File: config.mk
export PLATFORM = sky130hd
export DESIGN_NAME = jump_ctrl
export DESIGN_NICKNAME = d
export VERILOG_FILES = /design/src/rtl/jump_pkg.sv /design/src/rtl/ret_stack.sv /design/src/rtl/jump_ctrl.sv
export SDC_FILE = /design/constraint.sdc
export NUM_CORES = 1
export LEC_CHECK = 0
export ABC_CLOCK_PERIOD_IN_PS = 13150
export BUFFER_PORTS_ARGS = -buffer_cell sky130_fd_sc_hd__buf_2
export CORE_AREA = 8 8 217 219
export DETAILED_ROUTE_END_ITERATION = 16
export DIE_AREA = 0 0 225 227
export GPL_TIMING_DRIVEN = 0
export SLEW_MARGIN = 5
export SYNTH_ARGS = -nofsm -noshare
export SYNTH_HDL_FRONTEND = slang
export SYNTH_SLANG_ARGS = --single-unit
export TNS_END_PERCENT = 1
File: constraint.sdc
create_clock -name clk -period 13.15 [get_ports clk]
set_input_delay 3.945 -clock clk [delete_from_list [all_inputs] [get_ports clk]]
set_output_delay 3.945 -clock clk [all_outputs]
set_load 0.01 [all_outputs]
File: src/rtl/jump_pkg.sv
// Shared definitions for the control-transfer unit: the jump opcode
// encoding that decode presents to jump_ctrl.
package jump_pkg;

    localparam int JOP_W = 3;

    typedef enum logic [JOP_W-1:0] {
        JOP_NOP  = 3'd0,
        JOP_JMP  = 3'd1,
        JOP_BR   = 3'd2,
        JOP_CALL = 3'd3,
        JOP_RET  = 3'd4
    } jop_t;

endpackage

File: src/rtl/ret_stack.sv
// Hardware return-address stack. A push when full or a pop when empty is
// silently ignored; the caller owns the overflow/underflow bookkeeping.
module ret_stack #(
    parameter int D     = 12,
    parameter int DEPTH = 4
) (
    input  logic                         clk,
    input  logic                         reset,
    input  logic                         push,
    input  logic                         pop,
    input  logic [D-1:0]                 din,
    output logic [D-1:0]                 top,
    output logic [$clog2(DEPTH+1)-1:0]   depth,
    output logic                         full,
    output logic                         empty
);

    localparam int DW = $clog2(DEPTH+1);

    logic [D-1:0]  stk_q [DEPTH];
    logic [D-1:0]  stk_d [DEPTH];
    logic [DW-1:0] depth_q;
    logic [DW-1:0] depth_d;

    assign full  = (depth_q == DW'(DEPTH));
    assign empty = (depth_q == {DW{1'b0}});
    assign depth = depth_q;

    // Top-of-stack select: entry depth-1, or zero when the stack is empty.
    always_comb begin
        top = {D{1'b0}};
        for (int i = 0; i < DEPTH; i++) begin
            top = (depth_q == DW'(i + 1)) ? stk_q[i] : top;
        end
    end

    // Next-state for entries and occupancy; the new entry lands at index depth.
    always_comb begin
        stk_d   = stk_q;
        depth_d = depth_q;
        if (push && !full) begin
            for (int i = 0; i < DEPTH; i++) begin
                stk_d[i] = (depth_q == DW'(i)) ? din : stk_q[i];
            end
            depth_d = depth_q + DW'(1);
        end else if (pop && !empty) begin
            depth_d = depth_q - DW'(1);
        end else begin
            depth_d = depth_q;
        end
    end

    // Stack state registers.
    always_ff @(posedge clk) begin
        if (reset) begin
            stk_q   <= '{default: {D{1'b0}}};
            depth_q <= {DW{1'b0}};
        end else begin
            stk_q   <= stk_d;
            depth_q <= depth_d;
        end
    end

endmodule

File: src/rtl/jump_ctrl.sv
// Control-transfer unit: decodes the jump opcode against the target LUT and
// return stack, driving the PC's absjump_en/target in the same cycle.
module jump_ctrl
    import jump_pkg::*;
#(
    parameter int D     = 12,
    parameter int DEPTH = 4,
    parameter int LW    = 5
) (
    input  logic                         clk,
    input  logic                         reset,
    input  logic [D-1:0]                 prog_ctr,
    input  logic [2:0]                   op,
    input  logic [LW-1:0]                idx,
    input  logic                         cond,
    input  logic                         lut_we,
    input  logic [LW-1:0]                lut_waddr,
    input  logic [D-1:0]                 lut_wdata,
    output logic                         absjump_en,
    output logic [D-1:0]                 target,
    output logic [$clog2(DEPTH+1)-1:0]   depth,
    output logic                         overflow,
    output logic                         underflow
);

    localparam int LN = 1 << LW;

    logic [D-1:0] lut_q [LN];
    logic [D-1:0] lut_d [LN];
    logic         overflow_q;
    logic         overflow_d;
    logic         underflow_q;
    logic         underflow_d;
    logic         push_s;
    logic         pop_s;
    logic [D-1:0] ret_addr_s;
    logic [D-1:0] top_s;
    logic         full_s;
    logic         empty_s;
    jop_t         op_s;

    assign op_s       = jop_t'(op);
    assign ret_addr_s = prog_ctr + {{(D-1){1'b0}}, 1'b1};
    assign overflow   = overflow_q;
    assign underflow  = underflow_q;

    ret_stack #(
        .D     (D),
        .DEPTH (DEPTH)
    ) u_ret_stack (
        .clk   (clk),
        .reset (reset),
        .push  (push_s),
        .pop   (pop_s),
        .din   (ret_addr_s),
        .top   (top_s),
        .depth (depth),
        .full  (full_s),
        .empty (empty_s)
    );

    // Opcode decode; reset forces a no-jump and blocks any stack action.
    always_comb begin
        absjump_en  = 1'b0;
        target      = {D{1'b0}};
        push_s      = 1'b0;
        pop_s       = 1'b0;
        overflow_d  = overflow_q;
        underflow_d = underflow_q;
        if (reset) begin
            absjump_en = 1'b0;
            target     = {D{1'b0}};
        end else begin
            case (op_s)
                JOP_JMP: begin
                    absjump_en = 1'b1;
                    target     = lut_q[idx];
                end
                JOP_BR: begin
                    absjump_en = cond;
                    target     = lut_q[idx];
                end
                JOP_CALL: begin
                    absjump_en = 1'b1;
                    target     = lut_q[idx];
                    push_s     = 1'b1;
                    overflow_d = overflow_q | full_s;
                end
                JOP_RET: begin
                    if (!empty_s) begin
                        absjump_en = 1'b1;
                        target     = top_s;
                        pop_s      = 1'b1;
                    end else begin
                        underflow_d = 1'b1;
                    end
                end
                default: begin
                    absjump_en = 1'b0;
                    target     = {D{1'b0}};
                end
            endcase
        end
    end

    // LUT write path, independent of the opcode being decoded.
    always_comb begin
        lut_d = lut_q;
        if (lut_we && !reset) begin
            lut_d[lut_waddr] = lut_wdata;
        end else begin
            lut_d = lut_q;
        end
    end

    // LUT and sticky error flags.
    always_ff @(posedge clk) begin
        if (reset) begin
            lut_q       <= '{default: {D{1'b0}}};
            overflow_q  <= 1'b0;
            underflow_q <= 1'b0;
        end else begin
            lut_q       <= lut_d;
            overflow_q  <= overflow_d;
            underflow_q <= underflow_d;
        end
    end

endmodule

# [Word level (Yosys, flattened, before mapping)]
# Cells that the tools add are included.
[totals] reg_bits=437 input_bits=41 elab_cells=94
[classes] n_addsub=3 n_lt_le_gt_ge=3 eq_ne=8 muxes=22 bitwise_logic=3 n_reduce_logical=16
[ops] operator="384-bit bitwise mux" n=1
[ops] operator="12-bit two-way mux" n=9
[ops] operator="12-bit binary-select mux with 5-bit select" n=1
[ops] operator="12-bit demux with 5-bit select" n=1
[ops] operator="12-bit one-hot mux with 2 select lines" n=1
[ops] operator="12-bit by 1-bit adder with 12-bit output (second input constant)" n=1
[ops] operator="3-bit by 2-bit equality test with 1-bit output (second input constant)" n=4
[ops] operator="6-bit greater-or-equal comparator (second input constant)" n=2
[ops] operator="5-bit inverter with 6-bit output" n=2
[ops] operator="2-bit AND reduction" n=5
[ops] operator="3-bit by 1-bit equality test with 1-bit output (second input constant)" n=2
[ops] operator="3-bit equality test (second input constant)" n=2
[ops] operator="6-bit by 1-bit less-than comparator with 1-bit output (second input constant)" n=1
[ops] operator="1-bit two-way mux" n=6
[ops] operator="3-bit two-way mux" n=2
[ops] operator="1-bit logical AND" n=4
[ops] operator="3-bit by 1-bit adder with 3-bit output (second input constant)" n=1
[ops] operator="1-bit logical NOT" n=3
[ops] operator="3-bit logical NOT" n=1
[ops] operator="1-bit one-hot mux with 3 select lines" n=1
[ops] operator="3-bit OR reduction" n=1
[ops] operator="3-bit by 1-bit subtractor with 3-bit output (second input constant)" n=1
[ops] operator="2-bit nonzero test" n=1
[ops] operator="2-bit OR reduction" n=1
[ops] operator="1-bit bitwise OR" n=1

# [Logic depth before layout (Yosys ltp)]
# Gate-level depths: netlist of the first run.
[logic_depth] ltp_word=8 ltp_mapped=8 ltp_nobuf=7

# [By module]
# A second synthesis of the first run with hierarchy kept.
[unflattened] cells_unflattened=2509 area_unflattened_um2=20437.1
[modules_own_cells] module="jump_ctrl" instances=1 cells_per_inst=2169 area_each_um2=17885.9
[modules_own_cells] module="ret_stack" instances=1 cells_per_inst=340 area_each_um2=2551.2

# [Worst setup path before layout of the first run]
# OpenSTA, ideal clock, no wires.
[synth_path] path_kind="input to output" start="input idx[2]" end="output target[0]" t_arrival_ps=5747 slack_ps=3458 cell_stages=5 path_buffers=2 path_cell_list="buf_2 > buf_1 > mux4_2 > mux4_2 > a221o_1"
[synth_between] elab_chain_len=6
[synth_lines] item="from (decl)" line_no="jump_ctrl.sv:14" source="input logic [LW-1:0] idx,"
[synth_lines] item="5-bit inverter with 6-bit output (not written as such)" line_no="jump_ctrl.sv:77, jump_ctrl.sv:81, jump_ctrl.sv:85"
[synth_lines] item="12-bit binary-select mux with 5-bit select" line_no="jump_ctrl.sv:77, jump_ctrl.sv:81, jump_ctrl.sv:85"
[synth_lines] item="12-bit two-way mux (not written as such) (2 in a row)" line_no="jump_ctrl.sv:77, jump_ctrl.sv:81, jump_ctrl.sv:85"
[synth_lines] item="12-bit one-hot mux with 2 select lines" line_no="jump_ctrl.sv:74" source="case (op_s)"
[synth_lines] item="12-bit two-way mux" line_no="jump_ctrl.sv:70" source="if (reset) begin"
[synth_lines] item="to (decl)" line_no="jump_ctrl.sv:20" source="output logic [D-1:0] target,"
# Every way passes these cells. The select of a mux whose other input is x is not followed.

# [Final worst setup path of the first run]
# Same ends and word-level chain as after synthesis.

==> results of run 1 <==
==> placed cells by master, fill, tap and decap left out, types with 6 or more instances in the layout <==
cell type	count
nor2_1	294
buf_2	86
a221o_1	6
bufinv_16	8
buf_4	6
a22oi_1	26
inv_1	7
a211oi_1	11
buf_1	6
mux2i_1	300
a21oi_1	190
o22ai_1	13
clkbuf_1	155
o21ai_0	41
nand3b_1	39
nand3_1	60
clkbuf_8	8
ha_1	7
mux4_2	76
clkbuf_16	49
xor2_1	8
a22o_1	12
a221oi_1	6
nand2_1	309
dfxtp_1	437
==> sequential cells by signal, indices dropped and copies added, names as in the netlist <==
register and cells:
u_ret_stack.depth 3, lut_q 384, u_ret_stack.stk_q 48, underflow 1, overflow 1
==> cell families after synthesis <==
family | share of synthesized area, %
AO/OA/AOI/OAI | 9.31
adder cells (fa/ha/maj) | 0.450
XOR/XNOR | 0.495
AND/OR/NAND/NOR | 16.1
buffers and inverters | 4.33
multiplexers | 24.4
flip-flops | 44.9
==> report_power, final <==
| part | total (mW) | internal, mW | switching, mW | leakage, nW |
|---|---|---|---|---|
| sequential | 1.33 | 1.33 | 0.00402 | 3.52 |
| clock | 1.44 | 0.882 | 0.554 | 0.811 |
| combinational | 0.195 | 0.0502 | 0.144 | 3.69 |
==> per-stage QoR <==
step | cells | utilization (%) | worst slack [ns] | power (mW) | cell area (um2)
3_3_place_gp | 2737 | 46.9 | 2.60 | 1.55 | 20500
5_1_grt | 2821 | 50.7 | 2.41 | 3.04 | 22100
3_5_place_dp | 2737 | 46.9 | 2.57 | 1.55 | 20500
4_1_cts | 2821 | 50.7 | 2.57 | 2.98 | 22100
2_1_floorplan | 2093 | - | 3.46 | 1.47 | 19500
6_report | 2821 | 50.7 | 2.37 | 2.97 | 22100
==> worst max-delay path, cell delays in order <==
cell and delay, ns:
buf_2 0.34, buf_1 0.78, buf_2 0.43, nand3_1 0.30
o22ai_1 0.61, a221o_1 0.26, buf_2 0.16
==> metal layers <==
metal / track usage, % / vias to the layer above / wire [um]
met1: 34.4 / 7898 / 28800
met4: 15.6 / 0 / 4250
met3: 4.57 / 191 / 5270
li1: - / 7473 / -
met5: 0 / - / 0
met2: 43.5 / 721 / 31800
==> cell type report <==
type	instances	area share [%]
plain buffers	193	3.67
clock buffers	68	6.22
clock inverters	16	1.31
inverters	8	0.136
multi-input cells	1455	44.6
flip-flops and latches	437	39.5
well taps	592	3.35
repair buffers	52	1.18
==> how the worst max path moves through the flow <==
stage          cells past startpoint  startpoint  slack [ns]          to
2_1_floorplan                      5      idx[2]        3.46   target[0]
3_3_place_gp                       7      idx[2]        2.60  target[11]
3_5_place_dp                       7      idx[2]        2.57   target[6]
4_1_cts                            7      idx[2]        2.57   target[6]
5_1_grt                            7      idx[2]        2.41  target[11]
6_report                           7      idx[2]        2.37   target[0]
==> reports/results.ini, run 1 <==
[place]
io_buffers=52
routabilityCongestion=0.977
hpwl_um=50200

[setup_path]
r2r_start=u_ret_stack.depth[0]
required_ns=9.20
r2r_end=u_ret_stack.stk_q[5]
start_kind=primary input
arrival_ns=6.83
r2r_cells=8
crit_fanout=10
critPathCaptureType=primary output
path_class=in -> out
r2r_setup_slack_ns=10.88

[yosys]
yosys-top-cells-area=dfxtp_1, mux2i_1, mux4_2
post-synth-top-count-cell=dfxtp_1
synth_async_sr_flop_share_pct=0
synth_edf_count=0
ys_ff_latch=437
synth_nets=2141
synth.cell_area_um2=19500
synth_cells=2093
ys.flop_type=dfxtp_1
ys_seq_area_share_pct=44.9
synth_area_leader_cell=dfxtp_1
yosys-top-cells-count=dfxtp_1, nand2_1, mux2i_1, nor2_1, a21oi_1
synth_top_cell_area_share_pct=44.9
synth.distinct_cells=51
avgSynthCellArea_um2=9.30
yosysWarnings=0

[sta]
timing.final.crit_share_pct=82.0
fin_tns_setup_ns=0
skew_ns=0.0118
whs_ns=0.453
period_minus_slack_ns=10.78
fmax_ghz=0.0928
slew_headroom_pct=29.1
rsz0062_at_grt=false
worst_slew_pin_slew_ns=1.06
hold_viol=0
slew_violations=0
finalSetupViolCount=0

[grt]
grt_pass1_vias=16000
grt_usage_pct=27.1
grt_max_degree=15
grt_overflow_total=0
grt_pass1_wl_um=103000
antenna_found_initial=1

[clocking]
cts_resized=0
cts_tree=built
clk_latency_ns=0.58
clockBufferDepth=3
clkTransAtPathRegs_ns=0.05
cts_setup_buffers=0
numCtsBuffers=47
hold_buffers=0
clockRootBuffer=clkbuf_16
htreeDepth=2
cts_sinks=437

[final_layout]
multiInputGateArea_um2=9880
fillerInstances=4136
n_antenna_cell=0
syn2layout_area_growth_pct=13.7
seqCellArea_um2=8750
layout-drive-gt1-share_pct=11.2
layout.nets=2242

[outcome]
status=finished, final reports clean

[floorplan]
die_height_um=227
start_util_pct=44.6
rows=77
fp.dieW_um=225
core_area_um2=43600
ios=59
dieArea_um2=51100

[worst_hold_path]
hold_depth=2
min-delay-start=lut_q[381]
hp-class=reg -> reg
whs_endpoint=lut_q[381]

[power]
p_leak_nw=8.03
p_per_area_nw_per_um2=134
irDropWorstVdd_v=0.000117

[route]
ant_nets=0
post_drt_wl_per_cell_um=24.8
num_vias=16300
drt_iter0_markers=1675
first_pass_iters=6
via_per_inst=5.77
drc=0
totalWireLength_um=70100

[job]
maxCapViolations=0

Note: power is estimated with default switching activity, not from simulation.
==> inputs of run 2 (changes only) <==
--- a/config.mk
+++ b/config.mk
@@ -5,11 +5,12 @@
 export SDC_FILE = /design/constraint.sdc
 export NUM_CORES = 1
 export LEC_CHECK = 0
-export ABC_CLOCK_PERIOD_IN_PS = 13150
+export ABC_AREA = 1
+export ABC_CLOCK_PERIOD_IN_PS = 10650
 export BUFFER_PORTS_ARGS = -buffer_cell sky130_fd_sc_hd__buf_2
-export CORE_AREA = 8 8 217 219
+export CORE_AREA = 8 8 221 223
 export DETAILED_ROUTE_END_ITERATION = 16
-export DIE_AREA = 0 0 225 227
+export DIE_AREA = 0 0 229 231
 export GPL_TIMING_DRIVEN = 0
 export SLEW_MARGIN = 5
 export SYNTH_ARGS = -nofsm -noshare
==> constraint.sdc (replaced) <==
create_clock -name clk -period 10.65 [get_ports clk]
set_input_delay 3.195 -clock clk [delete_from_list [all_inputs] [get_ports clk]]
set_output_delay 3.195 -clock clk [all_outputs]
set_load 0.01 [all_outputs]
==> run 2 against run 1 <==
  * Critical endpoint is now target[2]
  * First-iteration DRC count rose by 83%
  * Critical path depth rose by 4
  * Clock skew down 0.0036 ns
  * Non-clock buffer count increased by 58
  * Combinational power grew 69%
  * Largest power group unchanged
  * Largest cell class unchanged
  * Critical path type unchanged
==> reports/results.ini, run 2 <==
[sta]
slew_headroom_pct=24.4  ; -4.8 points
rsz0062_at_grt=false
worst_slew_pin_slew_ns=1.13  ; +0.0740 ns
fin_tns_setup_ns=0  ; unchanged
timing.final.crit_share_pct=86.0
hold_viol=0  ; unchanged
finalSetupViolCount=0  ; unchanged
fmax_ghz=0.109
skew_ns=0.00821  ; -0.00361 ns
slew_violations=0  ; unchanged
period_minus_slack_ns=9.15

[final_layout]
syn2layout_area_growth_pct=13.9
regMostFlops=lut_q
layout-drive-gt1-share_pct=8.05  ; -3.1 points
final_cell_area_um2=22800  ; +3.2%
layoutNonFillerInstCount=3770  ; +34%
layout.nets=3179  ; +42%
final_common_cell=nor2_1
largest_register_ffs=384  ; unchanged
final_cell_mix=nor2_1, nand2_1, dfxtp_1

[power]
fin_total_pwr_mw=3.87  ; +30%
p_clk_share_pct=48.7  ; +0.3 points
irDropWorstVdd_v=0.000158  ; +35%
p_leak_nw=9.48  ; +18%
switchingPower_uw=986  ; +40%
p_per_area_nw_per_um2=169  ; +26%
comb_power_share_pct=8.5  ; +1.9 points
power_frac_seq_pct=42.8  ; -2.2 points
switching_share_pct=25.5  ; +1.8 points
p_int_mw=2.88  ; +27%

[clocking]
htreeDepth=2  ; unchanged
numCtsBuffers=49  ; +4.3%
cts_setup_buffers=0  ; unchanged
clockBufferDepth=3  ; unchanged
hold_buffers=0  ; unchanged
clk_latency_ns=0.59  ; about the same
clockRootBuffer=clkbuf_16
clkTransAtPathRegs_ns=0.06  ; about the same
cts_resized=0  ; unchanged
cts_tree=built
cts_sinks=437  ; unchanged

[grt]
antenna_found_initial=1  ; unchanged
met1_usage_pct=41.3  ; +6.9 points
grt_pass1_vias=20100  ; +26%
grt_util_met2_pct=48.2  ; +4.8 points
grt_max_degree=14  ; -1
grt_usage_pct=31.7  ; +4.6 points
grt-busiest-layer=met2
grt_overflow_total=0  ; unchanged
grt_pass1_wl_um=128000  ; +24%
grt_use_met3_pct=7.63  ; +3.1 points

[yosys]
synth_edf_count=0  ; unchanged
synth_cells=3026  ; +45%
synth_nets=3074  ; +44%
ys_seq_area_share_pct=43.6  ; -1.3 points
synth_area_leader_cell=dfxtp_1
yosysWarnings=0  ; unchanged
ys_ff_latch=437  ; unchanged
yosys-top-cells-count=nor2_1, nand2_1, dfxtp_1, nand3_1, o21ai_0
synth.cell_area_um2=20000  ; +3.0%
yosys-top-cells-area=dfxtp_1, nor2_1, nand2_1
ys.flop_type=dfxtp_1
synth.distinct_cells=35  ; -31%
synth_top_cell_area_share_pct=43.6  ; -1.3 points
synth_async_sr_flop_share_pct=0  ; unchanged
avgSynthCellArea_um2=6.62  ; -29%
post-synth-top-count-cell=nor2_1

[route]
via_per_inst=5.76  ; -0.21%
ant_nets=0  ; unchanged
post_drt_wl_per_cell_um=23.1  ; -7.1%
totalWireLength_um=87000  ; +24%
num_vias=21700  ; +33%
drt_iter0_markers=3064  ; +83%
drc=0  ; unchanged
first_pass_iters=6  ; unchanged

[setup_path]
crit_slowest_cell=clkbuf_1
max_stage_delay_ns=0.81  ; +0.03 ns
start_kind=primary input
crit_path_frequent_cell=nand3_1
worstPathCellList=buf_2 > inv_1 > clkbuf_1 > clkbuf_1 > nand3_1 > nand2_1 > nand2_1 > nand3_1 > nand3_1 > a21oi_1 > buf_2
critPathCaptureType=primary output
required_ns=7.46  ; -1.74 ns
path_class=in -> out
arrival_ns=5.96  ; -0.87 ns
crit_fanout=10  ; unchanged

[floorplan]
fp.dieW_um=229  ; +1.8%
dieArea_um2=52900  ; +3.6%
core_area_um2=45100  ; +3.3%
die_height_um=231  ; +1.8%
start_util_pct=44.5  ; -0.15 points
rows=78  ; +1.3%
ios=59  ; unchanged

[place]
io_buffers=54  ; +3.8%
routabilityCongestion=1.02  ; +4.8%
dp.cells=3680  ; +34%
place_area_um2=21100  ; +2.9%
hpwl_um=62100  ; +24%

[outcome]
status=finished, final reports clean

[worst_hold_path]
hp-class=reg -> reg

[job]
maxCapViolations=0  ; unchanged

[run 2: cell count changes in the layout (fill, tap and decap cells not counted), moves of 31 or more]
cell / previous run / this run
nor2_1: 294 / 681
nand3_1: 60 / 428
o21ai_0: 41 / 345
mux2i_1: 300 / 0
nand2_1: 309 / 577
a21oi_1: 190 / 104
mux4_2: 76 / 0
inv_1: 7 / 74
buf_2: 86 / 140
o21ai_1: 2 / 50
nand3b_1: 39 / 1
buf_1: 6 / 37
[run 2: kinds of logic after synthesis]
kind of cell	Yosys count	share of synthesized area [%]
AND/OR/NAND/NOR	1714	35.4
adder cells (fa/ha/maj)	7	0.437
buffers and inverters	345	7.13
AO/OA/AOI/OAI	514	13.0
flip-flops	437	43.6
XOR/XNOR	9	0.393
[run 2: power groups by stage]
stage / registers (mW) / clock network, mW / logic [mW]
2_1_floorplan: 1.69 / 0 / 0.159
3_3_place_gp: 1.69 / 0 / 0.312
4_1_cts: 1.65 / 1.89 / 0.315
5_1_grt: 1.65 / 1.96 / 0.339
3_5_place_dp: 1.69 / 0 / 0.314
6_report: 1.65 / 1.88 / 0.329
[run 2: per-layer routing]
layer | vias up | routed length [um] | part of all wire (%)
met5 | - | 52 | 0.060
met4 | 2 | 5160 | 5.9
met3 | 270 | 9430 | 11
met2 | 1162 | 36900 | 42
met1 | 10300 | 35500 | 41
li1 | 10000 | - | -
[run 2: path summary, 6_finish.rpt]
check,from,endpoint,slack (ns),cells after the start
worst max register to register,u_ret_stack.depth[0],u_ret_stack.stk_q[1],8.31,9
worst min register to register,u_ret_stack.stk_q[5],u_ret_stack.stk_q[5],0.46,2
worst min-delay path,u_ret_stack.stk_q[5],u_ret_stack.stk_q[5],0.46,2
worst max-delay path,idx[2],target[2],1.50,11
[run 2: worst max-delay path: cells and delay by family]
family	cells	cell delay [ns]
AND/OR/NAND/NOR	5	0.91
AO/OA/AOI/OAI	1	0.21
buffers and inverters	5	1.63
[run 2: final cells by class]
cell class	count	area, um2
diodes	1	2.50
plain buffers	249	1070
clock buffers	69	1380
clock inverters	20	382
fillers	4587	22300
inverters	96	363
multi-input cells	2244	9870
flip-flops and latches	437	8750
well taps	600	751
repair buffers	54	270
[run 2: stage by stage]
step | setup slack (ns) | utilization [%] | hold WS, ns
after global routing | 1.42 | 50.6 | 0.461
after global placement | 1.61 | 46.7 | 0.437
after CTS | 1.59 | 50.6 | 0.453
after floorplan | 3.01 | - | 0.425
final | 1.50 | 50.6 | 0.455
after detailed placement | 1.60 | 46.7 | 0.445
